<file path="config.mk">
export PLATFORM = sky130hd
export DESIGN_NAME = add_seq_ctrl
export DESIGN_NICKNAME = d
export VERILOG_FILES = /design/src/rtl/add_seq_ctrl_pkg.sv /design/src/rtl/add_slice.sv /design/src/rtl/add_seq_ctrl.sv
export SDC_FILE = /design/constraint.sdc
export NUM_CORES = 1
export LEC_CHECK = 0
export ABC_AREA = 1
export BUFFER_PORTS_ARGS = -buffer_cell sky130_fd_sc_hd__buf_2
export CAP_MARGIN = 40
export CORE_UTILIZATION = 59
export DETAILED_ROUTE_END_ITERATION = 8
export PLACE_DENSITY = 0.94
export REMOVE_ABC_BUFFERS = 1
export SLEW_MARGIN = 0
export SYNTH_ARGS = -nofsm -noshare
export SYNTH_HDL_FRONTEND = slang
export SYNTH_SLANG_ARGS = --single-unit
</file>
<file path="constraint.sdc">
create_clock -name clk -period 5.3 [get_ports clk]
set_clock_uncertainty 0.15 [all_clocks]
set_input_delay 0.53 -clock clk [delete_from_list [all_inputs] [get_ports clk]]
set_output_delay 0.53 -clock clk [all_outputs]
set_load 0.01 [all_outputs]
</file>
<file path="src/rtl/add_seq_ctrl_pkg.sv">
// Shared definitions for the slice-serial adder sequencer.
//   - default operand width and slice width
//   - FSM state encoding (IDLE/RUN/DONE)
//   - counter-width helper
package add_seq_ctrl_pkg;

    localparam int unsigned WIDTH_DEF   = 32;
    localparam int unsigned SLICE_W_DEF = 4;

    typedef enum logic [1:0] {
        S_IDLE = 2'd0,
        S_RUN  = 2'd1,
        S_DONE = 2'd2
    } state_t;

    // Width of a counter that must hold 0..n-1; never narrower than one bit.
    function automatic int unsigned cnt_width(input int unsigned n);
        return (n > 1) ? $clog2(n) : 1;
    endfunction

endpackage

</file>
<file path="src/rtl/add_slice.sv">
// Combinational SLICE_W-bit ripple-carry adder built from full-adder cells.
// Ports:
//   a, b  in   SLICE_W  slice operands
//   ci    in   1        carry in
//   s     out  SLICE_W  slice sum
//   co    out  1        carry out of the slice MSB
module add_slice
    import add_seq_ctrl_pkg::*;
#(
    parameter int unsigned SLICE_W = SLICE_W_DEF
) (
    input  logic [SLICE_W-1:0] a,
    input  logic [SLICE_W-1:0] b,
    input  logic               ci,
    output logic [SLICE_W-1:0] s,
    output logic               co
);

    logic [SLICE_W:0] c;

    assign c[0] = ci;

    // One full-adder cell per bit; carries ripple upward.
    for (genvar i = 0; i < SLICE_W; i++) begin : g_fa
        assign s[i]   = a[i] ^ b[i] ^ c[i];
        assign c[i+1] = (a[i] & b[i]) | (c[i] & (a[i] ^ b[i]));
    end

    assign co = c[SLICE_W];

endmodule

</file>
<file path="src/rtl/add_seq_ctrl.sv">
// Slice-serial adder sequencer: computes a + b + cin over NSLICE cycles using a
// single SLICE_W-bit adder slice, least-significant slice first.
// Optional feature macro: ADD_SEQ_FLAGS_EN adds the cout and ovf outputs.
// Ports:
//   clk, rst_n      clock, asynchronous active-low reset
//   flush           synchronous abort back to IDLE, result dropped
//   in_valid/ready  operand handshake (ready only while IDLE)
//   a, b, cin       operands and carry into slice 0
//   out_valid/ready result handshake (valid only while DONE)
//   sum             a + b + cin modulo 2^WIDTH
//   cout, ovf       carry out / signed overflow (ADD_SEQ_FLAGS_EN only)
// WIDTH must be a multiple of SLICE_W and larger than SLICE_W.
module add_seq_ctrl
    import add_seq_ctrl_pkg::*;
#(
    parameter int unsigned WIDTH   = WIDTH_DEF,
    parameter int unsigned SLICE_W = SLICE_W_DEF
) (
    input  logic             clk,
    input  logic             rst_n,
    input  logic             flush,
    input  logic             in_valid,
    output logic             in_ready,
    input  logic [WIDTH-1:0] a,
    input  logic [WIDTH-1:0] b,
    input  logic             cin,
    output logic             out_valid,
    input  logic             out_ready,
    output logic [WIDTH-1:0] sum
`ifdef ADD_SEQ_FLAGS_EN
    ,
    output logic             cout,
    output logic             ovf
`endif
);

    localparam int unsigned NSLICE = WIDTH / SLICE_W;
    localparam int unsigned CNT_W  = cnt_width(NSLICE);

    state_t             state;
    logic [CNT_W-1:0]   cnt;
    logic               carry_q;
    logic [WIDTH-1:0]   a_q;
    logic [WIDTH-1:0]   b_q;
    logic [SLICE_W-1:0] slice_s;
    logic               slice_co;
`ifdef ADD_SEQ_FLAGS_EN
    logic               a_msb;
    logic               b_msb;
`endif

    // The adder always sees the lowest remaining slice of each operand.
    add_slice #(
        .SLICE_W (SLICE_W)
    ) u_slice (
        .a  (a_q[SLICE_W-1:0]),
        .b  (b_q[SLICE_W-1:0]),
        .ci (carry_q),
        .s  (slice_s),
        .co (slice_co)
    );

    // Sequencer FSM with registered handshake signals and result.
    always_ff @(posedge clk or negedge rst_n) begin
        if (!rst_n) begin
            state     <= S_IDLE;
            in_ready  <= 1'b1;
            out_valid <= 1'b0;
            sum       <= '0;
            cnt       <= '0;
            carry_q   <= 1'b0;
            a_q       <= '0;
            b_q       <= '0;
`ifdef ADD_SEQ_FLAGS_EN
            cout      <= 1'b0;
            ovf       <= 1'b0;
            a_msb     <= 1'b0;
            b_msb     <= 1'b0;
`endif
        end else if (flush) begin
            // Abort wins over any handshake in the same cycle.
            state     <= S_IDLE;
            cnt       <= '0;
            out_valid <= 1'b0;
            in_ready  <= 1'b1;
        end else begin
            unique case (state)
                S_IDLE: begin
                    if (in_valid && in_ready) begin
                        a_q      <= a;
                        b_q      <= b;
                        carry_q  <= cin;
                        cnt      <= '0;
                        in_ready <= 1'b0;
                        state    <= S_RUN;
`ifdef ADD_SEQ_FLAGS_EN
                        a_msb    <= a[WIDTH-1];
                        b_msb    <= b[WIDTH-1];
`endif
                    end
                end
                S_RUN: begin
                    // Consume one slice: operands shift down, slice sum enters at the top.
                    a_q     <= a_q >> SLICE_W;
                    b_q     <= b_q >> SLICE_W;
                    sum     <= {slice_s, sum[WIDTH-1:SLICE_W]};
                    carry_q <= slice_co;
                    cnt     <= cnt + CNT_W'(1);
                    if (cnt == CNT_W'(NSLICE - 1)) begin
                        cnt       <= '0;
                        out_valid <= 1'b1;
                        state     <= S_DONE;
`ifdef ADD_SEQ_FLAGS_EN
                        // The final slice's MSB is the MSB of the full sum.
                        cout      <= slice_co;
                        ovf       <= (a_msb == b_msb) && (slice_s[SLICE_W-1] != a_msb);
`endif
                    end
                end
                S_DONE: begin
                    if (out_ready) begin
                        out_valid <= 1'b0;
                        in_ready  <= 1'b1;
                        state     <= S_IDLE;
                    end
                end
                default: begin
                    state     <= S_IDLE;
                    cnt       <= '0;
                    out_valid <= 1'b0;
                    in_ready  <= 1'b1;
                end
            endcase
        end
    end

endmodule

</file>
# ---- Yosys cells after proc, flatten, opt, wreduce, memory -nomap -nowiden
# Cells that the tools add are included.
dict set report totals {
  in_bits 70
  regBits 104
  out_inout_bits 34
}
dict set report op_classes {
  n_bitwise 21
  mux 23
  n_eq_ne 10
  n_addsub 1
  n_reduce_logical 9
}
# operator count
set ops {}
lappend ops {{$pmux 32 s2} 2}
lappend ops {{$mux 32} 2}
lappend ops {{$reduce_and 3->1} 4}
lappend ops {{$mux 3} 3}
lappend ops {{$ne 3x3->1 const B} 3}
lappend ops {{$pmux 3 s3} 1}
lappend ops {{$and 1x1->1} 8}
lappend ops {{$mux 2} 4}
lappend ops {{$ne 2x2->1 const B} 4}
lappend ops {{$xor 1x1->1} 8}
lappend ops {{$mux 1} 7}
lappend ops {{$pmux 1 s3} 2}
lappend ops {{$pmux 2 s3} 1}
lappend ops {{$or 1x1->1} 4}
lappend ops {{$reduce_and 2->1} 2}
lappend ops {{$add 3x1->3 const B} 1}
lappend ops {{$eq 3x3->1 const B} 1}
lappend ops {{$eq 2x1->1 const B} 1}
lappend ops {{$eq 2x2->1 const B} 1}
lappend ops {{$logic_not 2->1} 1}
lappend ops {{$pmux 1 s2} 1}
lappend ops {{$reduce_bool 2->1} 1}
lappend ops {{$logic_and 1x1->1} 1}
lappend ops {{$not 1->1} 1}

# ---- Depth between registers and ports, before layout
# Gate-level depths: netlist of run 1.
dict set report depth {
  depth_word 10
  depth_mapped 10
}

# ---- Hierarchy
# Synthesis of run 1 repeated with hierarchy kept, for this count alone.
dict set report hier_totals {
  hier_cells 641
  hier_area_um2 4890.9
}
# module cells_per_inst n_inst area_each_um2
set by_module_without_submodules {}
lappend by_module_without_submodules {add_seq_ctrl 627 1 4773.3}
lappend by_module_without_submodules {add_slice 14 1 117.6}

# ---- Least setup slack after synthesis of run 1
# OpenSTA, ideal clock, no wires.
dict set report synth_path {
  path_type {register -> register}
  from {register carry_q}
  to {register sum[31]}
  stages_incl_launch_ff 9
  t_arrival_ns 1.976
  path_buffers 0
  path_slack_ns 3.092
  setup_ns 0.083
  cell_sequence {dfrtp_1 -> fa_1 -> inv_1 -> fa_1 -> inv_1 -> fa_1 -> inv_1 -> fa_1 -> o21ai_0}
}
dict set report synth_via {
  elab_chain_len 7
}
# element line
set synth_rtl {}
lappend synth_rtl {{start, declared} add_seq_ctrl.sv:42} ;# logic carry_q;
lappend synth_rtl {{start signal, assigned} add_seq_ctrl.sv:92} ;# carry_q <= cin;
lappend synth_rtl {{start signal, assigned} add_seq_ctrl.sv:107} ;# carry_q <= slice_co;
lappend synth_rtl {{$and 1x1->1} add_slice.sv:26} ;# assign c[i+1] = (a[i] & b[i]) | (c[i] & (a[i] ^ b[i]));
lappend synth_rtl {{$or 1x1->1} add_slice.sv:26}
lappend synth_rtl {{$and 1x1->1} add_slice.sv:26}
lappend synth_rtl {{$or 1x1->1} add_slice.sv:26}
lappend synth_rtl {{$and 1x1->1} add_slice.sv:26}
lappend synth_rtl {{$or 1x1->1} add_slice.sv:26}
lappend synth_rtl {{$xor 1x1->1} add_slice.sv:25} ;# assign s[i] = a[i] ^ b[i] ^ c[i];
lappend synth_rtl {{end signal, assigned} add_seq_ctrl.sv:106} ;# sum <= {slice_s, sum[WIDTH-1:SLICE_W]};
lappend synth_rtl {{end, declared} add_seq_ctrl.sv:29} ;# output logic [WIDTH-1:0] sum
# Every way passes these cells.
# A chain may end at the register's enable or synchronous reset.

# ---- Worst setup path after layout of run 1
dict set report layout_path {
  from {register state[1]}
  to {register b_q[1]}
}
dict set report layout_via {
  elab_chain_len 3
}
# element line
set layout_rtl {}
lappend layout_rtl {{start, declared} add_seq_ctrl.sv:40} ;# state_t state;
lappend layout_rtl {{start signal, assigned} add_seq_ctrl.sv:66} ;# state <= S_IDLE;
lappend layout_rtl {{start signal, assigned} add_seq_ctrl.sv:82} ;# state <= S_IDLE;
lappend layout_rtl {{start signal, assigned} add_seq_ctrl.sv:95} ;# state <= S_RUN;
lappend layout_rtl {{$eq 2x1->1 or $logic_not 2->1 (tied branches)} add_seq_ctrl.sv:87} ;# unique case (state)
lappend layout_rtl {{$reduce_bool 2->1 (no line) or $ne 2x2->1 (tied branches)} --}
lappend layout_rtl {{$reduce_and 3->1 (no line)} --}
lappend layout_rtl {{end signal, assigned} add_seq_ctrl.sv:105} ;# b_q <= b_q >> SLICE_W;
lappend layout_rtl {{end, declared} add_seq_ctrl.sv:44} ;# logic [WIDTH-1:0] b_q;
# Parallel ways exist; a longest one is shown, timed or not.

==> Implementation_results.wiki, run 1 <==
{| class="wikitable"
! Metric !! Value
|-
| Via Count || between 4,000 and 5,000
|-
| CTS HTree Levels || 3
|-
| Library cell contributing the largest single delay on the critical path || sky130_fd_sc_hd__nand2_4
|-
| Maximum Capacitance Violations || 0
|-
| Fin Hold WS || approximately 1.4 ps
|-
| Final number of setup-violating endpoints || 0
|-
| Total inserted antenna cells || 0
|-
| Global-route wire length before repair || 17.7 mm
|-
| Slowest stage delay, CP || 660 ps
|-
| Largest net degree at the start of global routing || 90
|-
| Class of the worst hold path || primary input to asynchronous set/reset pin
|-
| Post-Synthesis Cell Area || 4860 sq um
|-
| Most frequent cells after synthesis || sky130_fd_sc_hd__nand2_1 (267), sky130_fd_sc_hd__dfrtp_1 (103), sky130_fd_sc_hd__o21ai_0 (92)
|-
| Die boundary height || between 90 and 100 um
|-
| Initial core utilization || 0.620
|-
| WL met2 || 5.07 mm
|-
| Startpoint type of the worst setup path || flip-flop
|-
| Predominant post-synthesis flop cell || sky130_fd_sc_hd__dfrtp_1
|-
| Number of buffers added to fix hold violations after cts || 0
|-
| Netlist cell types || 22
|-
| Clock edge transition at the registers on the reported setup and hold paths || 90 ps
|-
| Insertion delay of the later-clocked pin in the worst-skew pair || 370 ps
|-
| Sequential fraction of design power || 0.480
|-
| Number of warnings reported in the yosys synthesis log || 0
|-
| Number of clock sinks seen by CTS || roughly 100
|-
| Number of buffer cells added on primary ports || 103
|-
| Max Clk Rate || 366 MHz
|-
| Routed WL || around 11 mm
|-
| Total negative setup slack || 0 ps
|-
| Num ports || 104
|-
| Worst setup path startpoint || state[1]
|-
| Average detailed-routed wire length per instance || 13.2 um
|-
| Via density per instance || 5.32
|-
| Sw Ratio || 0.364
|-
| Actual slew at the worst max-slew pin || 864 ps
|-
| Core Region || 7850 sq um
|-
| Area leader, netlist || sky130_fd_sc_hd__dfrtp_1
|-
| Standard-cell rows || 32
|-
| Maximum vdd ir drop || slightly below 0.2 mV
|-
| Total of flip-flops plus latches after synthesis || 104
|-
| Final global-route overflow total || 0
|-
| Cells after synthesis || approximately 610
|-
| Result of the run || finished, final reports clean
|-
| Synthesis-to-layout area growth || 13.7%
|-
| Part of the Yosys area used for sequential elements || 0.535
|-
| Library cell with the highest instance count after synthesis || sky130_fd_sc_hd__nand2_1
|-
| Power share of the combinational group || 0.317
|-
| Synth Area per Inst || 7.99 sq um
|-
| CP required || 5400 ps
|-
| Max_slew headroom || 0.423
|-
| Detail Route Antenna Nets || 0
|-
| Critical register-to-register path startpoint || state[1]
|-
| Fraction of registers with async set/reset || 1.00
|-
| Max Used Layer || met4
|-
| Number of design-rule violations left by the first detailed-router iteration || about 270
|-
| Vias in the first global route || 3,902
|-
| RSZ-0062 raised after global routing || no
|-
| Period Utilization, post-route || 0.515
|-
| Fraction of layout instances using a drive strength above 1 || 0.186
|-
| Horizontal die dimension || 92.8 um
|-
| Overall Global Routing Usage || 0.262
|-
| Number of pins with negative max-slew slack in the final report || 0
|-
| Number of enable-type register cells in the synthesized netlist || 0
|-
| Internal portion of total power || 1670 uW
|-
| Critical Path AT || between 2000 and 3000 ps
|-
| Portion of synthesized cell area occupied by the leading cell type || 0.530
|-
| Post-layout nets || 767
|-
| Number of clock buffers inserted by TritonCTS || 9
|-
| Drc violations || 0
|-
| Global placer's final weighted congestion || 0.827
|-
| Antenna violations before repair || 0
|-
| Power per cell area || about 480 nW/um^2
|-
| Proportion of power drawn by the clock network || 0.203
|-
| CP Max Fanout || 89
|-
| Detailed-routed wire length on met3 || between 700 and 800 um
|-
| Floorplan die area || about 8600 sq um
|-
| Met1 layer wirelength in the final routing || ~4.5 mm
|-
| Net load switching power || 956 uW
|-
| Type of element capturing the critical path || flip-flop
|-
| Hold Violations, Final || 0
|-
| Critical path, cell by cell || nor2_4 > nand2_4 > nand2_4 > inv_2 > nand2_1 > nand2_1
|-
| Root Buffer || sky130_fd_sc_hd__clkbuf_8
|-
| Post-CTS setup buffers || 0
|-
| Router iterations before antenna repair || 5
|-
| LEAKAGE || 0.00306 uW
|-
| Min Clock Period, post-route || 2730 ps
|-
| HPWL reported at the end of detailed placement || between 6 and 7 mm
|-
| Leading cell types by total area after synthesis || sky130_fd_sc_hd__dfrtp_1 (53%), sky130_fd_sc_hd__nand2_1 (21%), sky130_fd_sc_hd__o21ai_0 (9.5%)
|-
| Post-CTS resize count || 0
|-
| Worst-case clock buffer depth || 2
|-
| TritonCTS clock tree || built
|-
| Kind of critical path || flip-flop to flip-flop
|}
[power by group through the flow]
| stage | logic, uW | clock network [uW] | registers [uW] |
|---|---|---|---|
| 3_3_place_gp | 780 | 0 | 1260 |
| 5_1_grt | 961 | 568 | 1300 |
| 6_report | 832 | 534 | 1260 |
| 2_1_floorplan | 472 | 0 | 1300 |
| 3_5_place_dp | 830 | 0 | 1270 |
| 4_1_cts | 835 | 536 | 1260 |
[per-stage QoR]
stage | total power [uW] | util | std cells | setup slack [ps] | instance area (sq um)
global route | 2830 | 0.705 | 796 | 2290 | 5530
floorplan | 1780 | - | 574 | 2900 | 4650
finish | 2630 | 0.705 | 796 | 2570 | 5530
detailed placement | 2100 | 0.678 | 782 | 2370 | 5320
global placement | 2040 | 0.678 | 782 | 2470 | 5320
CTS | 2630 | 0.705 | 796 | 2580 | 5530
[routing by layer]
layer,vias up,track usage
met3,22,0.0640
met5,-,0
met1,1984,0.365
met4,0,0.0872
met2,175,0.406
li1,2055,-
[state kept, by name (all words and copies together) (netlist names)]
signal     flops
a_q           32
b_q           32
carry_q        1
cnt            3
in_ready       1
out_valid      1
state          2
sum           32
[path summary, 6_finish.rpt]
kind	slack [ps]	endpoint	depth (start not counted)
worst min register to register	330	in_ready	2
min in group clk	280	a_q[31]	3
worst min-delay path	1	sum[6]	1
worst max register to register	2570	b_q[1]	6
max in group asynchronous	3860	a_q[22]	2
worst max-delay path	2570	b_q[1]	6
[worst max-delay path: cells and delay by family (launching register included)]
family,cells,cell delay [ps]
buffers and inverters,1,470
and+or+nand+nor,5,1520
DFF,1,460
[cells by family after synthesis]
family,after synthesis,synth area share
compound gates,93,0.0957
fa+ha+maj,6,0.0216
buf+inv,93,0.0880
flops,104,0.535
simple gates,313,0.260
[placed cells by master (no fill, tap or decap), types with 2 or more instances in the layout]
cell                        count
sky130_fd_sc_hd__clkinv_2       2
sky130_fd_sc_hd__nand4_1        8
sky130_fd_sc_hd__buf_4          4
sky130_fd_sc_hd__clkbuf_8      10
sky130_fd_sc_hd__bufinv_16      2
sky130_fd_sc_hd__fa_1           4
sky130_fd_sc_hd__o21ai_0       92
sky130_fd_sc_hd__inv_2          3
sky130_fd_sc_hd__inv_1         54
sky130_fd_sc_hd__buf_2        102
sky130_fd_sc_hd__nand2_1      267
sky130_fd_sc_hd__ha_1           2
sky130_fd_sc_hd__nand3_1       32
sky130_fd_sc_hd__dfrtp_1      103
sky130_fd_sc_hd__nand2_4        2
[layout make-up]
class                           count  area (sq um)
Sequential cell                   104          2600
Tap cell                          102           128
Multi-Input combinational cell    412          1830
Fill cell                         610          2320
Clock inverter                      4          70.1
Timing Repair Buffer              106           541
Clock buffer                       10           138
Inverter                           58           218
(Power assumes the default switching activity.)
==> run 2: changes to the inputs <==
--- a/config.mk
+++ b/config.mk
@@ -5,12 +5,12 @@
 export SDC_FILE = /design/constraint.sdc
 export NUM_CORES = 1
 export LEC_CHECK = 0
-export ABC_AREA = 1
+export ABC_AREA = 0
 export BUFFER_PORTS_ARGS = -buffer_cell sky130_fd_sc_hd__buf_2
 export CAP_MARGIN = 40
-export CORE_UTILIZATION = 59
+export CORE_UTILIZATION = 49
 export DETAILED_ROUTE_END_ITERATION = 8
-export PLACE_DENSITY = 0.94
+export PLACE_DENSITY = 0.85
 export REMOVE_ABC_BUFFERS = 1
 export SLEW_MARGIN = 0
 export SYNTH_ARGS = -nofsm -noshare
==> constraint.sdc (replaced) <==
create_clock -name clk -period 2.5 [get_ports clk]
set_clock_uncertainty 0.15 [all_clocks]
set_input_delay 0.25 -clock clk [delete_from_list [all_inputs] [get_ports clk]]
set_output_delay 0.25 -clock clk [all_outputs]
set_load 0.01 [all_outputs]
==> run 2 against run 1 <==
  * Clock-buffer cell count increased by 2
  * Hold slack improved by 38 ps
  * Via count down 26%
  * Wire length is 15% lower
  * Register-to-register slack lost 2400 ps
  * Global-route usage is 8.1 points lower
  * Power is 84% higher
  * Critical path type unchanged
  * Critical endpoint is now sum[31]
  * Largest power group unchanged
==> Implementation_results.wiki, run 2 <==
{| class="wikitable"
! Metric !! Value
|-
| Horizontal die dimension || 102 um
|-
| LEAKAGE || approximately 0.0029 uW
|-
| Total of flip-flops plus latches after synthesis || 104
|-
| Fraction of layout instances using a drive strength above 1 || 0.482
|-
| Kind of critical path || flip-flop to flip-flop
|-
| Root Buffer || sky130_fd_sc_hd__clkbuf_8
|-
| Kind of cell with the highest combined delay on the critical path || adder cells
|-
| Number of enable-type register cells in the synthesized netlist || 0
|-
| Biggest regs || a_q x32, b_q x32, sum x32
|-
| Max Used Layer || met4
|-
| Most frequent cells in the layout || sky130_fd_sc_hd__dfrtp_1 (103), sky130_fd_sc_hd__buf_2 (102), sky130_fd_sc_hd__nand2_1 (95)
|-
| Initial core utilization || 0.504
|-
| Detailed-routed wire length on met3 || 567 um
|-
| Portion of synthesized cell area occupied by the leading cell type || 0.523
|-
| Slowest stage delay, CP || 410 ps
|-
| Maximum vdd ir drop || 0.355 mV
|-
| Floorplan die area || 10,500 sq um
|-
| Routed WL || about 9 mm
|-
| Combined flip-flop and latch cell area || 2600 sq um
|-
| Post-layout nets || 567
|-
| CP Max Fanout || 2
|-
| Post-CTS setup buffers || 0
|-
| Startpoint type of the worst setup path || flip-flop
|-
| Detail Route Antenna Nets || 0
|-
| Number of buffer cells added on primary ports || 103
|-
| Class of the worst hold path || primary input to flip-flop
|-
| Area of the multi-input gates || 2160 sq um
|-
| Netlist cell types || 32
|-
| Cell depth of the worst flop-to-flop path || 8
|-
| Library cell contributing the largest single delay on the critical path || sky130_fd_sc_hd__dfrtp_1
|-
| Cells after synthesis || 389
|-
| Most common cell after layout, fill and taps aside || sky130_fd_sc_hd__dfrtp_1
|-
| Antenna violations before repair || 0
|-
| Synth Area per Inst || 12.7 sq um
|-
| Num ports || 104
|-
| Via density per instance || 4.97
|-
| Min Clock Period, post-route || 2330 ps
|-
| Count of fill cells added during filler insertion || 850
|-
| Die boundary height || approximately 100 um
|-
| Worst-case clock buffer depth || 2
|-
| Final number of setup-violating endpoints || 0
|-
| Predominant post-synthesis flop cell || sky130_fd_sc_hd__dfrtp_1
|-
| Type of element capturing the critical path || flip-flop
|-
| Met1 layer wirelength in the final routing || 4.04 mm
|-
| Core Region || 9770 sq um
|-
| Critical Path AT || roughly 2500 ps
|-
| Number of clock buffers inserted by TritonCTS || 9
|-
| Total negative setup slack || 0 ps
|-
| CP required || 2630 ps
|-
| TritonCTS clock tree || built
|-
| Max Clk Rate || around 430 MHz
|-
| Number of pins with negative max-slew slack in the final report || 0
|-
| Library cell with the highest instance count after synthesis || sky130_fd_sc_hd__dfrtp_1
|-
| Actual slew at the worst max-slew pin || roughly 620 ps
|-
| Synthesis-to-layout area growth || 17.3%
|-
| Total inserted antenna cells || 0
|-
| RSZ-0062 raised after global routing || no
|-
| Largest net degree at the start of global routing || 66
|-
| Maximum Capacitance Violations || 0
|-
| Fraction of registers with async set/reset || 1.00
|-
| Final global-route overflow total || 0
|-
| Global placer's final weighted congestion || approximately 0.73
|-
| Insertion delay of the later-clocked pin in the worst-skew pair || between 300 and 400 ps
|-
| CTS HTree Levels || 3
|-
| Power per cell area || 838 nW/um^2
|-
| Router iterations before antenna repair || 4
|-
| Post-Layout Inst Area || 5780 sq um
|-
| Result of the run || finished, final reports clean
|-
| Number of buffers added to fix hold violations after cts || 2
|-
| Count of cell instances traversed by the critical path || 8
|-
| HPWL reported at the end of detailed placement || between 6 and 7 mm
|-
| Clock edge transition at the registers on the reported setup and hold paths || 100 ps
|-
| Number of clock sinks seen by CTS || 104
|-
| Total cell area at the placement stage || 5580 sq um
|-
| Buffers plus inverters on the worst setup path || 3
|-
| Number of placed instances with taps included || 611
|-
| Leading cell types by total area after synthesis || sky130_fd_sc_hd__dfrtp_1 (52%), sky130_fd_sc_hd__mux2_2 (18%), sky130_fd_sc_hd__mux2_4 (8.5%)
|-
| Cell repeated most along the worst path || sky130_fd_sc_hd__fa_1
|-
| Average detailed-routed wire length per instance || 14.3 um
|-
| Standard-cell rows || 36
|-
| Post-Synthesis Cell Area || a little under 5000 sq um
|-
| Number of warnings reported in the yosys synthesis log || 0
|-
| Post-CTS resize count || 0
|-
| Global-route wire length before repair || 14.7 mm
|-
| Worst Hold Path Cells || 2
|-
| Most frequent cells after synthesis || sky130_fd_sc_hd__dfrtp_1 (103), sky130_fd_sc_hd__nand2_1 (95), sky130_fd_sc_hd__mux2_2 (80)
|-
| Critical path, cell by cell || fa_1 > inv_1 > fa_1 > inv_1 > fa_1 > inv_1 > fa_1 > o21ai_0
|-
| WL met2 || between 4 and 5 mm
|-
| Fin cells || 629
|-
| Max_slew headroom || 0.589
|-
| Fin Hold WS || 39.1 ps
|-
| Post-layout total power || 4840 uW
|-
| Area leader, netlist || sky130_fd_sc_hd__dfrtp_1
|-
| Overall Global Routing Usage || 0.181
|-
| Hold Violations, Final || 0
|-
| Via Count || about 3,100
|-
| Part of the Yosys area used for sequential elements || 0.528
|-
| Number of design-rule violations left by the first detailed-router iteration || 96
|-
| Vias in the first global route || 3,261
|-
| Drc violations || 0
|-
| Period Utilization, post-route || 0.931
|}
[run 2: logic make-up after synthesis]
family                   Yosys count  share of synthesized area
AND/OR/NAND/NOR                  113                     0.0985
buffers and inverters             31                     0.0368
multiplexers                     123                      0.300
adder cells (fa/ha/maj)            6                     0.0213
AO/OA/AOI/OAI                     12                     0.0155
flip-flops                       104                      0.528
[run 2: where the power goes]
| part | total [uW] | switching, uW | internal (uW) |
|---|---|---|---|
| Combinational | 1350 | 602 | 750 |
| Clock | 980 | 562 | 418 |
| Sequential | 2510 | 314 | 2200 |
| Total | 4840 | 1480 | 3370 |
[run 2: layout make-up]
| type | count | area share |
|---|---|---|
| Multi-Input combinational cell | 254 | 0.373 |
| Sequential cell | 104 | 0.450 |
| Inverter | 9 | 0.00584 |
| Clock inverter | 4 | 0.00498 |
| Tap cell | 133 | 0.0288 |
| Timing Repair Buffer | 113 | 0.110 |
| Clock buffer | 12 | 0.0268 |
[run 2: stage by stage]
stage | util | setup slack [ps]
after global placement | 0.571 | 240
after detailed placement | 0.571 | 171
after CTS | 0.592 | 149
after global routing | 0.592 | 59.0
after floorplan | - | -1800
final | 0.592 | 173
[run 2: worst paths after layout]
path | to | slack [ps] | startpoint
max | sum[31] | 170 | carry_q
min | state[1] | 40 | flush
max reg2reg | sum[31] | 170 | carry_q
min reg2reg | sum[3] | 330 | sum[3]
max in group asynchronous | in_ready | 1210 | rst_n
min in group asynchronous | b_q[0] | 300 | rst_n
[run 2: routing by layer]
layer  up-vias  track usage
li1       1505            -
met1      1521        0.224
met2        90        0.308
met3         8       0.0486
met4         0       0.0615
met5         -            0
==> run 3: changes to the inputs <==
--- a/config.mk
+++ b/config.mk
@@ -8,6 +8,7 @@
 export ABC_AREA = 0
 export BUFFER_PORTS_ARGS = -buffer_cell sky130_fd_sc_hd__buf_2
 export CAP_MARGIN = 40
+export CORE_ASPECT_RATIO = 0.7
 export CORE_UTILIZATION = 49
 export DETAILED_ROUTE_END_ITERATION = 8
 export PLACE_DENSITY = 0.85
==> run 3 against run 2 <==
  * Via count increased by 1.1%
  * Hold slack improved by 12 ps
  * Core utilization increased by 1.7 points
  * Clock power increased by 52%
  * Combinational power about the same
  * Maximum frequency decreased by 1.3%
  * Global-route usage increased by 0.66 points
  * Power increased by 11%
  * Register-to-register slack got worse by 30 ps
==> Implementation_results.wiki, run 3 (same netlist as run 2, synthesis figures left out) <==
{| class="wikitable"
! Metric !! Value
|-
| Horizontal die dimension || 122 um
|-
| Post-layout nets || 566
|-
| Number of design-rule violations left by the first detailed-router iteration || 101
|-
| Kind of critical path || flip-flop to flip-flop
|-
| Cell depth of the worst flop-to-flop path || 8
|-
| Startpoint type of the worst setup path || flip-flop
|-
| Via density per instance || 5.07
|-
| Power share of the combinational group || 0.255
|-
| Fin Hold WS || 51.2 ps
|-
| Num ports || about 100
|-
| Sequential fraction of design power || 0.468
|-
| Overall Global Routing Usage || 0.188
|-
| Period Utilization, post-route || 0.943
|-
| Detail Route Antenna Nets || 0
|-
| Initial core utilization || 0.507
|-
| Largest net degree at the start of global routing || 63
|-
| Maximum vdd ir drop || 0.403 mV
|-
| Result of the run || finished, final reports clean
|-
| Critical Path AT || around 2500 ps
|-
| Total inserted antenna cells || 0
|-
| Die boundary height || 85.9 um
|-
| Count of fill cells added during filler insertion || 787
|-
| Net load switching power || ~1500 uW
|-
| Root Buffer || sky130_fd_sc_hd__clkbuf_16
|-
| Max_slew headroom || 0.620
|-
| Min Clock Period, post-route || 2360 ps
|-
| Post-layout total power || 5370 uW
|-
| Worst-case clock buffer depth || 2
|-
| CTS HTree Levels || 3
|-
| Global-route wire length before repair || 15.3 mm
|-
| LEAKAGE || 0.00295 uW
|-
| Router iterations before antenna repair || 5
|-
| Class of the worst hold path || primary input to flip-flop
|-
| Number of buffer cells added on primary ports || 103
|-
| Type of element capturing the critical path || flip-flop
|-
| Total cell area at the placement stage || 5580 sq um
|-
| Actual slew at the worst max-slew pin || 571 ps
|-
| Antenna violations before repair || 0
|-
| Core Region || slightly below 10,000 sq um
|-
| Worst-case setup margin in the final layout || 142 ps
|-
| HPWL reported at the end of detailed placement || 6.42 mm
|-
| Routed WL || 9.13 mm
|-
| Proportion of power drawn by the clock network || 0.277
|-
| Setup WS pre-CTS || 136 ps
|-
| Global placer's final weighted congestion || 0.703
|-
| Most frequent cells in the layout || sky130_fd_sc_hd__dfrtp_1 (103), sky130_fd_sc_hd__buf_2 (102), sky130_fd_sc_hd__nand2_1 (95)
|-
| Via Count || approximately 3,200
|-
| CP Max Fanout || 2
|-
| Hold Violations, Final || 0
|-
| Power per cell area || 909 nW/um^2
|-
| Most common cell after layout, fill and taps aside || sky130_fd_sc_hd__dfrtp_1
|-
| Clock edge transition at the registers on the reported setup and hold paths || 70 ps
|-
| Insertion delay of the later-clocked pin in the worst-skew pair || 340 ps
|-
| Number of clock buffers inserted by TritonCTS || 9
|-
| Worst Hold Path Cells || 3
|-
| RSZ-0062 raised after global routing || no
|-
| Average detailed-routed wire length per instance || 14.6 um
|-
| Max Clk Rate || 424 MHz
|-
| Standard-cell rows || 30
|-
| Vias in the first global route || 3,242
|-
| Number of pins with negative max-slew slack in the final report || 0
|-
| Number of clock sinks seen by CTS || 104
|-
| CP required || 2620 ps
|-
| Final global-route overflow total || 0
|-
| Finished Core Util || 0.608
|-
| Synthesis-to-layout area growth || 19.9%
|-
| Maximum Capacitance Violations || 0
|-
| Internal portion of total power || 3840 uW
|-
| Biggest regs || a_q x32, b_q x32, sum x32
|-
| TritonCTS clock tree || built
|-
| Fraction of layout instances using a drive strength above 1 || 0.485
|-
| Floorplan die area || 10,500 sq um
|-
| Drc violations || 0
|-
| Post-Layout Inst Area || roughly 6000 sq um
|-
| Sw Ratio || 0.285
|-
| Final number of setup-violating endpoints || 0
|}
==> run 3: cell count changes in the layout (fill, tap and decap cells not counted), sizes merged <==
cell / change
dlygate4sd3: -1
bufinv: +2
clkbuf: -3
inv: +1
==> run 3: final cells by class <==
type                       count  area (sq um)  area share
sequential                   104          2600       0.440
tap                          128           160      0.0271
multi-input combinational    254          2160       0.365
clock inverter                 7          93.8      0.0159
timing repair buffer         112           638       0.108
inverter                       9          33.8     0.00571
clock buffer                   9           225      0.0381
==> run 3: repair_timing <==
| item | CTS | global route |
|---|---|---|
| gates resized for setup | 0 | 1 |
| endpoints found under the setup margin | 0 | 1 |
| buffers inserted | 0 | 0 |
| hold buffers | 1 | 0 |
| hold endpoints to repair | 42 | 0 |
==> run 3: critical path: stages, from the launching register on <==
cell and delay [ps]:
sky130_fd_sc_hd__dfrtp_1 400, sky130_fd_sc_hd__fa_1 430, sky130_fd_sc_hd__inv_1 80, sky130_fd_sc_hd__fa_1 170, sky130_fd_sc_hd__inv_1 60, sky130_fd_sc_hd__fa_1 370, sky130_fd_sc_hd__inv_1 80, sky130_fd_sc_hd__fa_1 400
sky130_fd_sc_hd__o21ai_1 140
==> run 3: routing by layer <==
layer / vias up / global-route usage / part of all wire
li1: 1504 / - / -
met1: 1560 / 0.233 / 0.45
met2: 81 / 0.306 / 0.47
met3: 14 / 0.0738 / 0.068
met4: 0 / 0.0505 / 0.013
met5: - / 0 / 0
==> run 3: metrics by stage <==
step                      setup TNS [ps]  cells
after CTS                              0    623
after global routing                   0    623
after global placement                 0    606
final                                  0    623
after detailed placement               0    606
after floorplan                  -114870    367
==> run 3: power by group through the flow <==
stage | clock (uW) | sequential, uW | combinational, uW
floorplan | 0 | 2570 | 814
global placement | 0 | 2510 | 1320
detailed placement | 0 | 2550 | 1390
finish | 1490 | 2510 | 1370
CTS | 1530 | 2520 | 1400
global route | 1590 | 2580 | 1530
==> run 3: path summary, 6_finish.rpt <==
| kind | from | end | slack [ps] |
|---|---|---|---|
| setup / recovery | carry_q | sum[31] | 140 |
| hold / removal | out_ready | state[1] | 50 |
| setup reg to reg | carry_q | sum[31] | 140 |
| hold reg to reg | sum[3] | sum[3] | 320 |
| max in group asynchronous | rst_n | in_ready | 1130 |
| min in group asynchronous | rst_n | a_q[23] | 300 |
